## config.mk

```make
export PLATFORM = sky130hd
export DESIGN_NAME = frame_display_ctrl
export DESIGN_NICKNAME = d
export VERILOG_FILES = /design/src/rtl/frame_display_ctrl.sv
export SDC_FILE = /design/constraint.sdc
export NUM_CORES = 1
export LEC_CHECK = 0
export CORE_MARGIN = 8
export CORE_UTILIZATION = 30
export CTS_BUF_LIST = sky130_fd_sc_hd__clkbuf_16
export DETAILED_ROUTE_END_ITERATION = 8
export MAX_ROUTING_LAYER = met4
export PLACE_DENSITY = 0.55
export SYNTH_ARGS = -nofsm -noshare
export SYNTH_HDL_FRONTEND = slang
export SYNTH_SLANG_ARGS = --single-unit
```

## constraint.sdc

```tcl
create_clock -name clk -period 5 [get_ports clk]
set_clock_uncertainty 0.2 [all_clocks]
set_input_delay 1.5 -clock clk [delete_from_list [all_inputs] [get_ports clk]]
set_output_delay 1.5 -clock clk [all_outputs]
set_load 0.05 [all_outputs]
```

## src/rtl/frame_display_ctrl.sv

```systemverilog
// frame_display_ctrl: VGA timing generator, image fetch, output colour stage and processor
// run control for the filter system. Runs on the pixel clock.
//   clk, reset     pixel clock, asynchronous active-low reset
//   instr          current processor instruction (compared only on proc_ce cycles)
//   mode, thr      output mode and threshold level, latched at the first pixel of each frame
//   mem_data       image memory read data, valid MEM_LAT cycles after mem_addr
//   mem_addr       image memory read address (registered, holds outside the image window)
//   proc_ce        one-cycle processor clock-enable every CE_DIV cycles, stops once halted
//   halted         sticky halt flag
//   vga_hs/vga_vs  active-low syncs; vga_blank is high while visible
//   r_out/g_out/b_out colour outputs; frame_cnt counts completed frames
module frame_display_ctrl #(
   parameter int unsigned H_ACTIVE  = 640,
   parameter int unsigned H_FP      = 16,
   parameter int unsigned H_SYNC    = 96,
   parameter int unsigned H_BP      = 48,
   parameter int unsigned V_ACTIVE  = 480,
   parameter int unsigned V_FP      = 10,
   parameter int unsigned V_SYNC    = 2,
   parameter int unsigned V_BP      = 33,
   parameter int unsigned IMG_W     = 256,
   parameter int unsigned IMG_H     = 256,
   parameter int unsigned SCALE     = 1,
   parameter int unsigned ADDR_W    = 19,
   parameter int unsigned DATA_W    = 8,
   parameter int unsigned MEM_LAT   = 1,
   parameter int unsigned CE_DIV    = 4,
   parameter logic [31:0] HALT_WORD = 32'h9EFFFFFE,
   parameter int unsigned LIVE_VIEW = 0
) (
   input  logic              clk,
   input  logic              reset,
   input  logic [31:0]       instr,
   input  logic [1:0]        mode,
   input  logic [DATA_W-1:0] thr,
   input  logic [DATA_W-1:0] mem_data,
   output logic [ADDR_W-1:0] mem_addr,
   output logic              proc_ce,
   output logic              halted,
   output logic              vga_hs,
   output logic              vga_vs,
   output logic              vga_blank,
   output logic [DATA_W-1:0] r_out,
   output logic [DATA_W-1:0] g_out,
   output logic [DATA_W-1:0] b_out,
   output logic [15:0]       frame_cnt
);

   localparam int unsigned H_TOT = H_ACTIVE + H_FP + H_SYNC + H_BP;
   localparam int unsigned V_TOT = V_ACTIVE + V_FP + V_SYNC + V_BP;
   localparam int unsigned HW    = $clog2(H_TOT);
   localparam int unsigned VW    = $clog2(V_TOT);
   localparam int unsigned SW    = (SCALE > 1) ? $clog2(SCALE) : 1;
   localparam int unsigned CW    = $clog2(CE_DIV);
   localparam int unsigned PIPE  = MEM_LAT + 1;
   localparam int unsigned X0    = (H_ACTIVE - IMG_W * SCALE) / 2;
   localparam int unsigned Y0    = (V_ACTIVE - IMG_H * SCALE) / 2;

   localparam logic [HW-1:0]     H_LAST  = HW'(H_TOT - 1);
   localparam logic [HW-1:0]     H_ACT   = HW'(H_ACTIVE);
   localparam logic [HW-1:0]     HS_BEG  = HW'(H_ACTIVE + H_FP);
   localparam logic [HW-1:0]     HS_END  = HW'(H_ACTIVE + H_FP + H_SYNC);
   localparam logic [HW-1:0]     X_BEG   = HW'(X0);
   localparam logic [HW-1:0]     X_END   = HW'(X0 + IMG_W * SCALE);
   localparam logic [HW:0]       BAR_TOP = (HW + 1)'(H_ACTIVE);
   localparam logic [VW-1:0]     V_LAST  = VW'(V_TOT - 1);
   localparam logic [VW-1:0]     V_ACT   = VW'(V_ACTIVE);
   localparam logic [VW-1:0]     VS_BEG  = VW'(V_ACTIVE + V_FP);
   localparam logic [VW-1:0]     VS_END  = VW'(V_ACTIVE + V_FP + V_SYNC);
   localparam logic [VW-1:0]     Y_BEG   = VW'(Y0);
   localparam logic [VW-1:0]     Y_END   = VW'(Y0 + IMG_H * SCALE);
   localparam logic [SW-1:0]     S_LAST  = SW'(SCALE - 1);
   localparam logic [CW-1:0]     CE_LAST = CW'(CE_DIV - 1);
   localparam logic [ADDR_W-1:0] LINE_W  = ADDR_W'(IMG_W);
   // Pipe word: {hs, vs, vis, in_img, bar[2:0]}; reset keeps syncs inactive.
   localparam logic [6:0]        PIPE_RST = 7'b1100000;

   logic [HW-1:0]     hc_q, hc_d, bar_acc_q, bar_acc_d;
   logic [VW-1:0]     vc_q, vc_d;
   logic [15:0]       frame_q, frame_d;
   logic [ADDR_W-1:0] col_q, col_d, base_q, base_d, addr_q, addr_d;
   logic [SW-1:0]     rep_q, rep_d, lrep_q, lrep_d;
   logic [2:0]        bar_idx_q, bar_idx_d;
   logic [CW-1:0]     ce_cnt_q, ce_cnt_d;
   logic              halted_q, halted_d;
   logic [1:0]        mode_q, mode_d;
   logic [DATA_W-1:0] thr_q, thr_d;
   logic [6:0]        pipe_q [PIPE];
   logic [6:0]        pipe_d [PIPE];
   logic              hs_q, hs_d, vs_q, vs_d, blank_q, blank_d;
   logic [DATA_W-1:0] r_q, r_d, g_q, g_d, b_q, b_d;

   logic              line_end, in_x, in_y, vis_raw, in_img, hs_raw, vs_raw;
   logic [HW:0]       bar_sum;
   logic [6:0]        tap;
   logic [DATA_W-1:0] pix;

   assign proc_ce = (ce_cnt_q == CE_LAST) && !halted_q;

   // Counters, address generation, run control and the alignment pipe.
   always_comb begin
      line_end = (hc_q == H_LAST);
      in_x     = (hc_q >= X_BEG) && (hc_q < X_END);
      in_y     = (vc_q >= Y_BEG) && (vc_q < Y_END);
      vis_raw  = (hc_q < H_ACT) && (vc_q < V_ACT);
      in_img   = vis_raw && in_x && in_y;
      hs_raw   = !((hc_q >= HS_BEG) && (hc_q < HS_END));
      vs_raw   = !((vc_q >= VS_BEG) && (vc_q < VS_END));

      hc_d    = line_end ? '0 : hc_q + 1'b1;
      vc_d    = vc_q;
      frame_d = frame_q;
      if (line_end) begin
         vc_d = (vc_q == V_LAST) ? '0 : vc_q + 1'b1;
         if (vc_q == V_LAST) frame_d = frame_q + 16'd1;
      end

      // Column advances every SCALE pixels inside the window, restarts outside it.
      col_d = col_q;
      rep_d = rep_q;
      if (!in_x) begin
         col_d = '0;
         rep_d = '0;
      end else if (rep_q == S_LAST) begin
         rep_d = '0;
         col_d = col_q + 1'b1;
      end else begin
         rep_d = rep_q + 1'b1;
      end

      // Line base advances by one image row every SCALE window lines.
      base_d = base_q;
      lrep_d = lrep_q;
      if (line_end) begin
         if (!in_y) begin
            base_d = '0;
            lrep_d = '0;
         end else if (lrep_q == S_LAST) begin
            lrep_d = '0;
            base_d = base_q + LINE_W;
         end else begin
            lrep_d = lrep_q + 1'b1;
         end
      end

      addr_d = in_img ? base_q + col_q : addr_q;

      // bar_idx = hc*8/H_ACTIVE, tracked as quotient plus remainder.
      bar_sum   = {1'b0, bar_acc_q} + (HW + 1)'(8);
      bar_acc_d = bar_acc_q;
      bar_idx_d = bar_idx_q;
      if (line_end) begin
         bar_acc_d = '0;
         bar_idx_d = '0;
      end else if (hc_q < H_ACT) begin
         if (bar_sum >= BAR_TOP) begin
            bar_acc_d = bar_sum[HW-1:0] - H_ACT;
            bar_idx_d = bar_idx_q + 3'd1;
         end else begin
            bar_acc_d = bar_sum[HW-1:0];
         end
      end

      ce_cnt_d = (ce_cnt_q == CE_LAST) ? '0 : ce_cnt_q + 1'b1;
      halted_d = halted_q || (proc_ce && (instr == HALT_WORD));

      mode_d = mode_q;
      thr_d  = thr_q;
      if ((hc_q == '0) && (vc_q == '0)) begin
         mode_d = mode;
         thr_d  = thr;
      end

      pipe_d[0] = {hs_raw, vs_raw, vis_raw, in_img, bar_idx_q};
      for (int i = 1; i < PIPE; i++) pipe_d[i] = pipe_q[i-1];
   end

   // Output stage: tap is aligned with mem_data for the same pixel.
   always_comb begin
      tap     = pipe_q[PIPE-1];
      hs_d    = tap[6];
      vs_d    = tap[5];
      blank_d = tap[4];
      unique case (mode_q)
         2'b01:   pix = ~mem_data;
         2'b10:   pix = (mem_data >= thr_q) ? '1 : '0;
         default: pix = mem_data;
      endcase
      r_d = '0;
      g_d = '0;
      b_d = '0;
      if (tap[4]) begin
         if (mode_q == 2'b11) begin
            r_d = {DATA_W{~tap[1]}};
            g_d = {DATA_W{~tap[2]}};
            b_d = {DATA_W{~tap[0]}};
         end else if (tap[3] && (halted_q || (LIVE_VIEW != 0))) begin
            r_d = pix;
            g_d = pix;
            b_d = pix;
         end
      end
   end

   always_ff @(posedge clk or negedge reset) begin
      if (!reset) begin
         hc_q      <= '0;
         vc_q      <= '0;
         frame_q   <= '0;
         col_q     <= '0;
         rep_q     <= '0;
         base_q    <= '0;
         lrep_q    <= '0;
         addr_q    <= '0;
         bar_acc_q <= '0;
         bar_idx_q <= '0;
         ce_cnt_q  <= '0;
         halted_q  <= 1'b0;
         mode_q    <= 2'b00;
         thr_q     <= '0;
         for (int i = 0; i < PIPE; i++) pipe_q[i] <= PIPE_RST;
         hs_q      <= 1'b1;
         vs_q      <= 1'b1;
         blank_q   <= 1'b0;
         r_q       <= '0;
         g_q       <= '0;
         b_q       <= '0;
      end else begin
         hc_q      <= hc_d;
         vc_q      <= vc_d;
         frame_q   <= frame_d;
         col_q     <= col_d;
         rep_q     <= rep_d;
         base_q    <= base_d;
         lrep_q    <= lrep_d;
         addr_q    <= addr_d;
         bar_acc_q <= bar_acc_d;
         bar_idx_q <= bar_idx_d;
         ce_cnt_q  <= ce_cnt_d;
         halted_q  <= halted_d;
         mode_q    <= mode_d;
         thr_q     <= thr_d;
         for (int i = 0; i < PIPE; i++) pipe_q[i] <= pipe_d[i];
         hs_q      <= hs_d;
         vs_q      <= vs_d;
         blank_q   <= blank_d;
         r_q       <= r_d;
         g_q       <= g_d;
         b_q       <= b_d;
      end
   end

   assign mem_addr  = addr_q;
   assign halted    = halted_q;
   assign vga_hs    = hs_q;
   assign vga_vs    = vs_q;
   assign vga_blank = blank_q;
   assign r_out     = r_q;
   assign g_out     = g_q;
   assign b_out     = b_q;
   assign frame_cnt = frame_q;

endmodule

```

==> impl_metrics.tcl <==
set metrics [dict create \
    regToRegEndpoint "mem_addr[18]" \
    cp-endpoint "proc_ce" \
    total_clock_buffers_created_by_cts 17 \
    capturing_element_type_of_the_critical_path "output port" \
    worst_path_largest_cell_delay_ps 830 \
    critical_path.reg2reg.startpoint "hc_q[7]" \
    reg2reg_depth 7 \
    post_synth_edffs 0 \
    rows 56 \
    worst_setup_path_type "flip-flop to output port" \
    design.final.nets 929 \
    drc 0 \
    vias_per_cell 4.69 \
    gpl.final_weighted_congestion 0.804 \
    ios 116 \
    worst-endpoint-arrival_ps 1930 \
    power.switching_fraction_pct 25.0 \
    synth_warnings 0 \
    worst_slew_pin_slew_ps 1040 \
    fill_cells 2357 \
    yosys.cell_types.count 63 \
    cts_post_setup_buffers_inserted 0 \
    synth-seq-area-share_pct 51.8 \
    multi_input_area_sq_um 3270 \
    postSynthAreaPerCell_sq_um 9.87 \
    first_global_vias 5344 \
    tritoncts_clock_tree "yes" \
    synth_top_cells_by_area "sky130_fd_sc_hd__dfrtp_1, sky130_fd_sc_hd__ha_1, sky130_fd_sc_hd__nand2_1" \
    clkSlewWorstSetupHoldPaths_ps 60 \
    worst-path-buf-inv 1 \
    post-synth-top-count-cell "sky130_fd_sc_hd__dfrtp_1" \
    final_standard_cell_area_without_fillers_sq_um 9270 \
    die_x_um 171 \
    numPortBuffers 115 \
    cts_root_buf "sky130_fd_sc_hd__clkbuf_16" \
    dieArea_sq_um 29200 \
    slew_headroom_pct 30.6 \
    drt_wl_total_um 17200 \
    period_needed_ps 3630 \
    ir_drop_v 0.000198 \
    yosys.area.top_type_share_pct 49.6 \
    async_sr_flop_fraction_pct 100 \
    post_synth_instance_area_sq_um 7210 \
    antenna_cells_inserted 0 \
    max_freq_ghz 0.276 \
    pin_count_of_the_biggest_net_entering_global_routing 66 \
    antenna_left 0 \
    placed_cell_area_sq_um 8700 \
    dp_hpwl_um 12500 \
    core_area_sq_um 23500 \
    number_of_antenna_violations_at_the_first_check_in_global_routing 0 \
    r2r_setup_slack_ps 1730 \
    routed-via-count 5518 \
    startpoint "ce_cnt_q[0]" \
    wire_per_inst_um 14.6 \
    setup.worst_path.start_class "flip-flop" \
    fp.dieH_um 171 \
    areaGrowthSynthToFinish_pct 28.6 \
    cts-hold-fix-buffers 0 \
    outcome "finished, final reports clean" \
    initial_utilization_pct 30.6 \
    insertion_delay_ps 420 \
    drtPass1Iterations 7 \
    drc_violation_total_after_the_first_tritonroute_iteration 293 \
    power.share.clock_pct 46.5 \
    sequentialPowerShare_pct 46.1 \
    synth.cells.most_frequent "sky130_fd_sc_hd__dfrtp_1, sky130_fd_sc_hd__nand2_1, sky130_fd_sc_hd__nor2_1" \
    yosys.area.top_type "sky130_fd_sc_hd__dfrtp_1" \
    post_cts_resize_count 0 \
    crit_slowest_cell "sky130_fd_sc_hd__clkdlybuf4s50_1" \
    synth.ff_latch_count 149 \
    rsz0062_at_grt "no" \
    grt_use_total_pct 12.5 \
    power_report.internal_total_mw 2.00 \
    path_cells "ha_1, nor2b_1, clkdlybuf4s50_1" \
    critical_path_depth 3 \
    postSynth.topFlopCell "sky130_fd_sc_hd__dfrtp_1" \
    hold_slack_ps 153 \
    leakagePower_nw 4.00 \
    htreeDepth 4 \
    path_delay_family "buffers and inverters" \
    cts_num_sinks 149 \
    tns_ps 0 \
    finalPower_mw 2.66 \
    grt.overflow.total 0 \
    critical_path_peak_fanout 3 \
    timing.final.crit_share_pct 72.5 \
    drv_cap 0 \
    net-switching-power_mw 0.666 \
    final_core_utilization_pct 39.4 \
    postSynthCellCount 730 \
    mappedNetlistNets 815 \
    hp-class "flip-flop to flip-flop" \
    final_max_slew_viol_count 0 \
    timing.final.hold_violations 0 \
    grt_pass1_wl_um 28300 \
    drive_above_1_share_pct 7.00 \
    max-clock-path-buffers 2 \
    seq_area_sq_um 3740 \
    final-setup-viol-count 0 \
    crit_required_ps 3300 \
    power.share.combinational_pct 7.4 \
    pwr_density_cell_nw_per_um2 287 \
]
==> registers in the layout, summed over array words and instances (netlist names), 7 cells and up <==
signal and flops:
b_out 8, bar_acc_q 7, base_q 11, col_q 19
frame_cnt 16, g_out 8, hc_q 10, mem_addr 19
pipe_d 7, r_out 8, tap 7, thr_q 8
vc_q 10
==> power groups by stage <==
stage | Combinational, mW | Clock, mW | Sequential (mW)
after global routing | 0.214 | 1.33 | 1.23
final | 0.197 | 1.24 | 1.23
after CTS | 0.199 | 1.27 | 1.23
after detailed placement | 0.198 | 0 | 1.25
after global placement | 0.198 | 0 | 1.25
after floorplan | 0.0425 | 0 | 1.29
==> how the worst min path moves through the flow <==
stage | endpoint | slack, ps | start | cells past startpoint
finish | tap[1] | 150 | pipe_d[1] | 0
global route | tap[6] | 160 | pipe_d[6] | 0
CTS | tap[1] | 150 | pipe_d[1] | 0
detailed placement | tap[1] | 140 | pipe_d[1] | 0
global placement | tap[3] | 130 | pipe_d[3] | 0
floorplan | tap[0] | 130 | pipe_d[0] | 0
==> metal layers <==
| metal | wire length [um] | up-vias | part of all wire, % | track usage, % |
|---|---|---|---|---|
| met2 | 8170 | 95 | 48 | 19.5 |
| met3 | 724 | 10 | 4.2 | 2.72 |
| met1 | 8140 | 2646 | 47 | 15.8 |
| met5 | 0 | - | 0 | - |
| met4 | 161 | 0 | 0.94 | 4.08 |
| li1 | - | 2767 | - | - |
==> cell usage in the layout, fill, tap and decap left out, types with 11 or more instances in the layout <==
| cell | n |
|---|---|
| sky130_fd_sc_hd__nand2_1 | 98 |
| sky130_fd_sc_hd__clkdlybuf4s50_1 | 114 |
| sky130_fd_sc_hd__o21ai_0 | 52 |
| sky130_fd_sc_hd__nor3_1 | 28 |
| sky130_fd_sc_hd__nor2_1 | 57 |
| sky130_fd_sc_hd__nand2b_1 | 11 |
| sky130_fd_sc_hd__ha_1 | 33 |
| sky130_fd_sc_hd__inv_1 | 24 |
| sky130_fd_sc_hd__dfrtp_1 | 143 |
| sky130_fd_sc_hd__nand4_1 | 18 |
| sky130_fd_sc_hd__xnor2_1 | 34 |
| sky130_fd_sc_hd__a21oi_1 | 32 |
| sky130_fd_sc_hd__nand3_1 | 31 |
| sky130_fd_sc_hd__xor2_1 | 26 |
| sky130_fd_sc_hd__clkbuf_16 | 17 |
| sky130_fd_sc_hd__o21ai_1 | 14 |
==> logic make-up after synthesis <==
group,after synthesis,synth area share [%]
flops,149,51.8
other cells,1,0.0520
mux,7,1.04
buf+inv,49,2.78
simple gates,296,20.6
compound gates,135,10.7
xor+xnor,60,7.29
fa+ha+maj,33,5.73
==> layout make-up <==
class,count,share of cell area (%)
Clock buffer,17,4.59
Clock inverter,15,1.57
Inverter,25,1.01
Multi-Input combinational cell,532,35.3
Sequential cell,149,40.3
Tap cell,319,4.31
Timing Repair Buffer,119,12.9
==> per-stage QoR <==
step | instances | worst slack, ps
floorplan | 730 | 1730
global placement | 1144 | 1230
detailed placement | 1144 | 1170
CTS | 1176 | 1340
global route | 1176 | 1300
finish | 1176 | 1370
(Power assumes the default switching activity.)
